--- src/rtl/ierl78_orbus_icedop_v2.sv ---
// ICEDOP N-source merge (OR / fixed priority / round-robin) with collision accounting.
// Latency 1 cycle, fully registered; no backpressure, a new result is produced every cycle.
module ierl78_orbus_icedop_v2 #(
    parameter int NSRC = 2,
    parameter int DW   = 32,
    parameter int CW   = 8
) (
    input  logic                 BASECK,
    input  logic                 RESETB,
    input  logic [NSRC*DW-1:0]   ICEDOPIN,
    input  logic [NSRC-1:0]      ICEDOPVLD,
    input  logic [1:0]           MODE,
    input  logic                 CLRERR,
    output logic [DW-1:0]        ICEDOP,
    output logic                 ICEDOPV,
    output logic [NSRC-1:0]      GRANT,
    output logic                 COLL,
    output logic [CW-1:0]        COLLCNT
);

    localparam int PW = (NSRC > 2) ? $clog2(NSRC) : 1;

    typedef enum logic [1:0] {
        MODE_OR  = 2'b00,
        MODE_PRI = 2'b01,
        MODE_RR  = 2'b10,
        MODE_RSV = 2'b11
    } mode_e;

    mode_e           mode;
    logic [DW-1:0]   src_dat [NSRC];
    logic            any_vld;
    logic            multi_vld;

    logic [DW-1:0]   or_dat;
    logic            or_coll;

    logic [PW-1:0]   pri_idx;
    logic [PW-1:0]   rr_ptr;
    logic [PW-1:0]   rr_idx;
    logic [PW-1:0]   rr_cand;
    logic [PW-1:0]   rr_nxt;
    logic            rr_hit;

    logic [DW-1:0]   nxt_dat;
    logic [NSRC-1:0] nxt_gnt;
    logic            coll_ev;
    logic            coll_nxt;
    logic [CW-1:0]   cnt_nxt;

    assign mode      = mode_e'(MODE);
    assign any_vld   = |ICEDOPVLD;
    // More than one bit set: clearing the lowest set bit leaves something behind.
    assign multi_vld = |(ICEDOPVLD & (ICEDOPVLD - NSRC'(1)));

    always_comb begin
        for (int i = 0; i < NSRC; i++) begin
            src_dat[i] = ICEDOPIN[i*DW +: DW] & {DW{ICEDOPVLD[i]}};
        end
    end

    // A bit already present in the running OR means some earlier source overlaps this one.
    always_comb begin
        or_dat  = '0;
        or_coll = 1'b0;
        for (int i = 0; i < NSRC; i++) begin
            if (|(or_dat & src_dat[i])) begin
                or_coll = 1'b1;
            end
            or_dat = or_dat | src_dat[i];
        end
    end

    always_comb begin
        pri_idx = '0;
        for (int i = NSRC - 1; i >= 0; i--) begin
            if (ICEDOPVLD[i]) begin
                pri_idx = PW'(i);
            end
        end
    end

    always_comb begin
        rr_idx  = rr_ptr;
        rr_hit  = 1'b0;
        rr_cand = '0;
        for (int j = 0; j < NSRC; j++) begin
            rr_cand = PW'((int'(rr_ptr) + j) % NSRC);
            if (!rr_hit && ICEDOPVLD[rr_cand]) begin
                rr_hit = 1'b1;
                rr_idx = rr_cand;
            end
        end
    end

    assign rr_nxt = (int'(rr_idx) == NSRC - 1) ? '0 : rr_idx + PW'(1);

    always_comb begin
        nxt_dat = '0;
        nxt_gnt = '0;
        coll_ev = 1'b0;
        case (mode)
            MODE_PRI: begin
                nxt_dat = src_dat[pri_idx];
                nxt_gnt = NSRC'(1) << pri_idx;
                coll_ev = multi_vld;
            end
            MODE_RR: begin
                nxt_dat = src_dat[rr_idx];
                nxt_gnt = NSRC'(1) << rr_idx;
                coll_ev = multi_vld;
            end
            default: begin
                nxt_dat = or_dat;
                nxt_gnt = ICEDOPVLD;
                coll_ev = or_coll;
            end
        endcase
        if (!any_vld) begin
            nxt_dat = '0;
            nxt_gnt = '0;
        end
    end

    // A collision in the clearing cycle counts as the first event after the clear.
    always_comb begin
        coll_nxt = COLL;
        cnt_nxt  = COLLCNT;
        if (coll_ev) begin
            coll_nxt = 1'b1;
            if (CLRERR) begin
                cnt_nxt = CW'(1);
            end else if (!(&COLLCNT)) begin
                cnt_nxt = COLLCNT + CW'(1);
            end
        end else if (CLRERR) begin
            coll_nxt = 1'b0;
            cnt_nxt  = '0;
        end
    end

    always_ff @(posedge BASECK or negedge RESETB) begin
        if (!RESETB) begin
            ICEDOP  <= '0;
            ICEDOPV <= 1'b0;
            GRANT   <= '0;
            COLL    <= 1'b0;
            COLLCNT <= '0;
            rr_ptr  <= '0;
        end else begin
            ICEDOP  <= nxt_dat;
            ICEDOPV <= any_vld;
            GRANT   <= nxt_gnt;
            COLL    <= coll_nxt;
            COLLCNT <= cnt_nxt;
            if (mode == MODE_RR && any_vld) begin
                rr_ptr <= rr_nxt;
            end
        end
    end

endmodule

--- config.mk ---
export PLATFORM = sky130hd
export DESIGN_NAME = ierl78_orbus_icedop_v2
export DESIGN_NICKNAME = d
export VERILOG_FILES = /design/src/rtl/ierl78_orbus_icedop_v2.sv
export SDC_FILE = /design/constraint.sdc
export NUM_CORES = 1
export LEC_CHECK = 0
export CAP_MARGIN = 20
export CORE_MARGIN = 10
export CORE_UTILIZATION = 38
export DETAILED_ROUTE_END_ITERATION = 8
export PLACE_DENSITY_LB_ADDON = 0.25
export SYNTH_ARGS = -nofsm -noshare
export SYNTH_HDL_FRONTEND = slang
export SYNTH_SLANG_ARGS = --single-unit
--- constraint.sdc ---
create_clock -name BASECK -period 1.95 [get_ports BASECK]
set_input_delay 0.39 -clock BASECK [delete_from_list [all_inputs] [get_ports BASECK]]
set_output_delay 0.39 -clock BASECK [all_outputs]
set_load 0.05 [all_outputs]
==> impl_metrics.json, run 1 <==
{
  "crit_type": "input port to flop",
  "synth_cell_type_count": 35,
  "end_kind": "flop",
  "insertedDiodeCount": 0,
  "synth_edf_count": 0,
  "place.port_buffers": 114,
  "r2r_end": "COLLCNT[2]$_DFFE_PN0P_",
  "gp_congestion": 0.861,
  "path_max_fanout": 6,
  "vias": 1987,
  "synthArstFlopShare": 1.00,
  "fin_ws_ns": 0.0411,
  "via_per_inst": 5.31,
  "setup_viol": 0,
  "p_sw_frac": 0.319,
  "dr.pass1.iters": 4,
  "endpoint": "COLLCNT[7]$_DFFE_PN0P_",
  "clk_pin_slew_worst_paths_ns": 0.09,
  "nNetsFinal": 377,
  "synth_nets": 243,
  "numCtsBuffers": 5,
  "dieHeight_um": 92.3,
  "fin_crit_ns": 1.91,
  "cp_slowest_stage_delay_ns": 0.52,
  "top_level_ports": 115,
  "grt_max_degree": 25,
  "startpoint": "ICEDOPIN[27]",
  "utilization": 0.706,
  "tightest_slew_ns": 0.536,
  "crit_arrival_ns": 2.14,
  "p_leak_nw": 1.80,
  "synth-seq-cells": 45,
  "clk_latency_ns": 0.30,
  "synth_area_per_cell_um2": 11.7,
  "ys_seq_area_frac": 0.567,
  "cts.sinks": 45,
  "r2r_slack_ns": 0.34,
  "p_int_mw": 1.78,
  "cp.required_ns": 2.18,
  "max_freq_ghz": 0.524,
  "start_kind": "input port",
  "dp_slack_ns": -0.515,
  "rsz0062_at_grt": "false",
  "wire_per_inst_um": 18.0,
  "cts_tree": "done",
  "fin_crit_sh": 0.979,
  "dominantRegCellSynth": "dfrtp_1",
  "final_layout_size_suffix_gt1_frac": 0.191,
  "dp_hpwl_um": 5390,
  "route.antenna.remaining_nets": 0,
  "area_growth_syn_to_layout_pct": 80.5,
  "relSlewSlack": 0.642,
  "power_density_mw_per_mm2": 732,
  "grt_pass1_wl_um": 10700,
  "yosys_warnings": 0,
  "min_path_type": "input port to asynchronous set/reset pin",
  "dieArea_mm2": 0.00851,
  "root_buffer": "clkbuf_8",
  "total_power_mw": 2.62,
  "fin_worst_skew_ns": 0.00312,
  "r2r_start": "COLLCNT[1]$_DFFE_PN0P_",
  "drc": 0,
  "overflow": 0,
  "grt_pass1_vias": 2160,
  "ctsHoldBuffers": 0,
  "hold_violations": 0,
  "cts_max_level": 2,
  "pwr-share-clk": 0.285,
  "clock_path_buffers": 2,
  "rows": 26,
  "drtIter0Drc": 60,
  "core_mm2": 0.00507,
  "slew_violations": 0,
  "p_seq_frac": 0.397,
  "slowest_stage": "or4_4",
  "routed_wl_um": 6740,
  "ir_worst_vdd_uv": 427,
  "antenna_found_initial": 0,
  "syn_area_mm2": 0.00198,
  "grt_use_total": 0.157,
  "initial_core_util": 0.391,
  "path_cells": "clkdlybuf4s50_1 -> a22oi_1 -> nand2_1 -> nor3_2 -> buf_4 -> a31o_4 -> or4_4 -> a21oi_2",
  "fp.dieW_um": 92.3,
  "syn_inst": 169,
  "drv_cap": 0,
  "reg2reg_depth": 5,
  "p_comb_frac": 0.318,
  "status": "completed",
  "switching_power_mw": 0.837
}
-- cell usage in the layout, fill, tap and decap left out, types with 3 or more instances in the layout --
cell type,instances
clkdlybuf4s50_1,71
dfrtp_1,44
a22o_1,33
dlymetal6s2s_1,32
buf_4,30
nand2_1,12
a22oi_1,10
clkbuf_8,6
inv_1,5
nand3_1,5
nor2_1,5
o21a_1,4
or2_2,3
nand4_1,3
nor3_2,3
a22oi_2,3
-- how the worst min path moves through the flow --
stage | from | endpoint | slack [ns] | cells past startpoint
after floorplan | RESETB | COLL$_DFFE_PN0P_ | 0.09 | 0
after global placement | RESETB | ICEDOP[2]$_DFF_PN0_ | 0.38 | 1
after detailed placement | RESETB | ICEDOP[15]$_DFF_PN0_ | 0.38 | 1
after CTS | RESETB | ICEDOP[15]$_DFF_PN0_ | 0.05 | 1
after global routing | RESETB | ICEDOP[15]$_DFF_PN0_ | 0.07 | 1
final | RESETB | COLLCNT[6]$_DFFE_PN0P_ | 0.05 | 1
-- logic make-up after synthesis --
| logic type | share of synthesized area |
|---|---|
| AO/OA/AOI/OAI | 0.275 |
| flip-flops | 0.567 |
| AND/OR/NAND/NOR | 0.0940 |
| buffers and inverters | 0.0284 |
| multiplexers | 0.0164 |
| adder cells (fa/ha/maj) | 0.0189 |
-- layout make-up --
type / count / area [um^2]
clock buffers: 6 / 82.6
clock inverters: 2 / 37.5
fillers: 403 / 1490
inverters: 6 / 22.5
multi-input cells: 110 / 862
flip-flops and latches: 45 / 1130
well taps: 70 / 87.6
repair buffers: 135 / 1360
-- registers in the layout, indices dropped and copies added (netlist names) --
register	flops
COLL	1
COLLCNT	8
GRANT	2
ICEDOP	32
ICEDOPV	1
rr_ptr	1
-- power by group through the flow --
stage / registers (mW) / logic (mW) / clock network, mW
after floorplan: 1.33 / 0.150 / 0
after global placement: 1.06 / 0.825 / 0
after detailed placement: 1.06 / 0.834 / 0
after CTS: 1.04 / 0.845 / 0.758
after global routing: 1.05 / 0.884 / 0.798
final: 1.04 / 0.833 / 0.746
-- synthesized netlist by cell type, drive strengths merged (2+ instances only) --
library cell  instances  area share
nand3                 5       0.013
nor2                  5      0.0095
inv                   6       0.011
or2                   3      0.0095
nor3                  3       0.010
a22o                 33        0.15
nand4                 3      0.0095
ha                    3       0.019
nand2                12       0.023
o31ai                 2      0.0076
o21ai                 2      0.0050
o41ai                 2      0.0088
o311ai                2      0.0088
a21oi                 2      0.0050
buf                   4      0.0095
a22oi                13       0.049
mux2                  2       0.011
dfrtp                45        0.57
nor2b                 2      0.0063
o21a                  4       0.015
clkbuf                4      0.0076
-- through the flow --
step | area (um^2) | std cells | TNS [ns] | hold WS (ns)
finish | 3580 | 374 | 0 | 0.0470
global route | 3580 | 374 | 0 | 0.0650
CTS | 3470 | 374 | 0 | 0.0492
detailed placement | 3310 | 364 | -11.11 | 0.382
global placement | 3310 | 364 | -10.28 | 0.379
floorplan | 1990 | 169 | 0 | 0.0944
-- per-layer routing --
metal | vias up | share of wire | global-route usage
li1 | 918 | - | -
met1 | 983 | 0.35 | 0.152
met2 | 76 | 0.54 | 0.289
met3 | 10 | 0.088 | 0.0766
met4 | 0 | 0.015 | 0.0437
met5 | - | 0 | 0
-- worst max-delay path: cells and delay by family --
| kind | cells | cell delay (ns) |
|---|---|---|
| AND/OR/NAND/NOR | 3 | 0.66 |
| AO/OA/AOI/OAI | 3 | 0.49 |
| buffers and inverters | 2 | 0.60 |
-- what timing repair did --
action,in CTS,in global routing
gates resized for setup,7,39
buffers inserted,2,0
pin swaps,5,6
endpoints found under the setup margin,9,8
No activity file was read; power rests on OpenSTA's default activity.
==> run 2, diff against run 1 <==
Settings changed: CTS_CLUSTER_SIZE from default to 16.
==> results of run 2 <==
The final DEF is identical to that of run 1; final timing and power are the same.
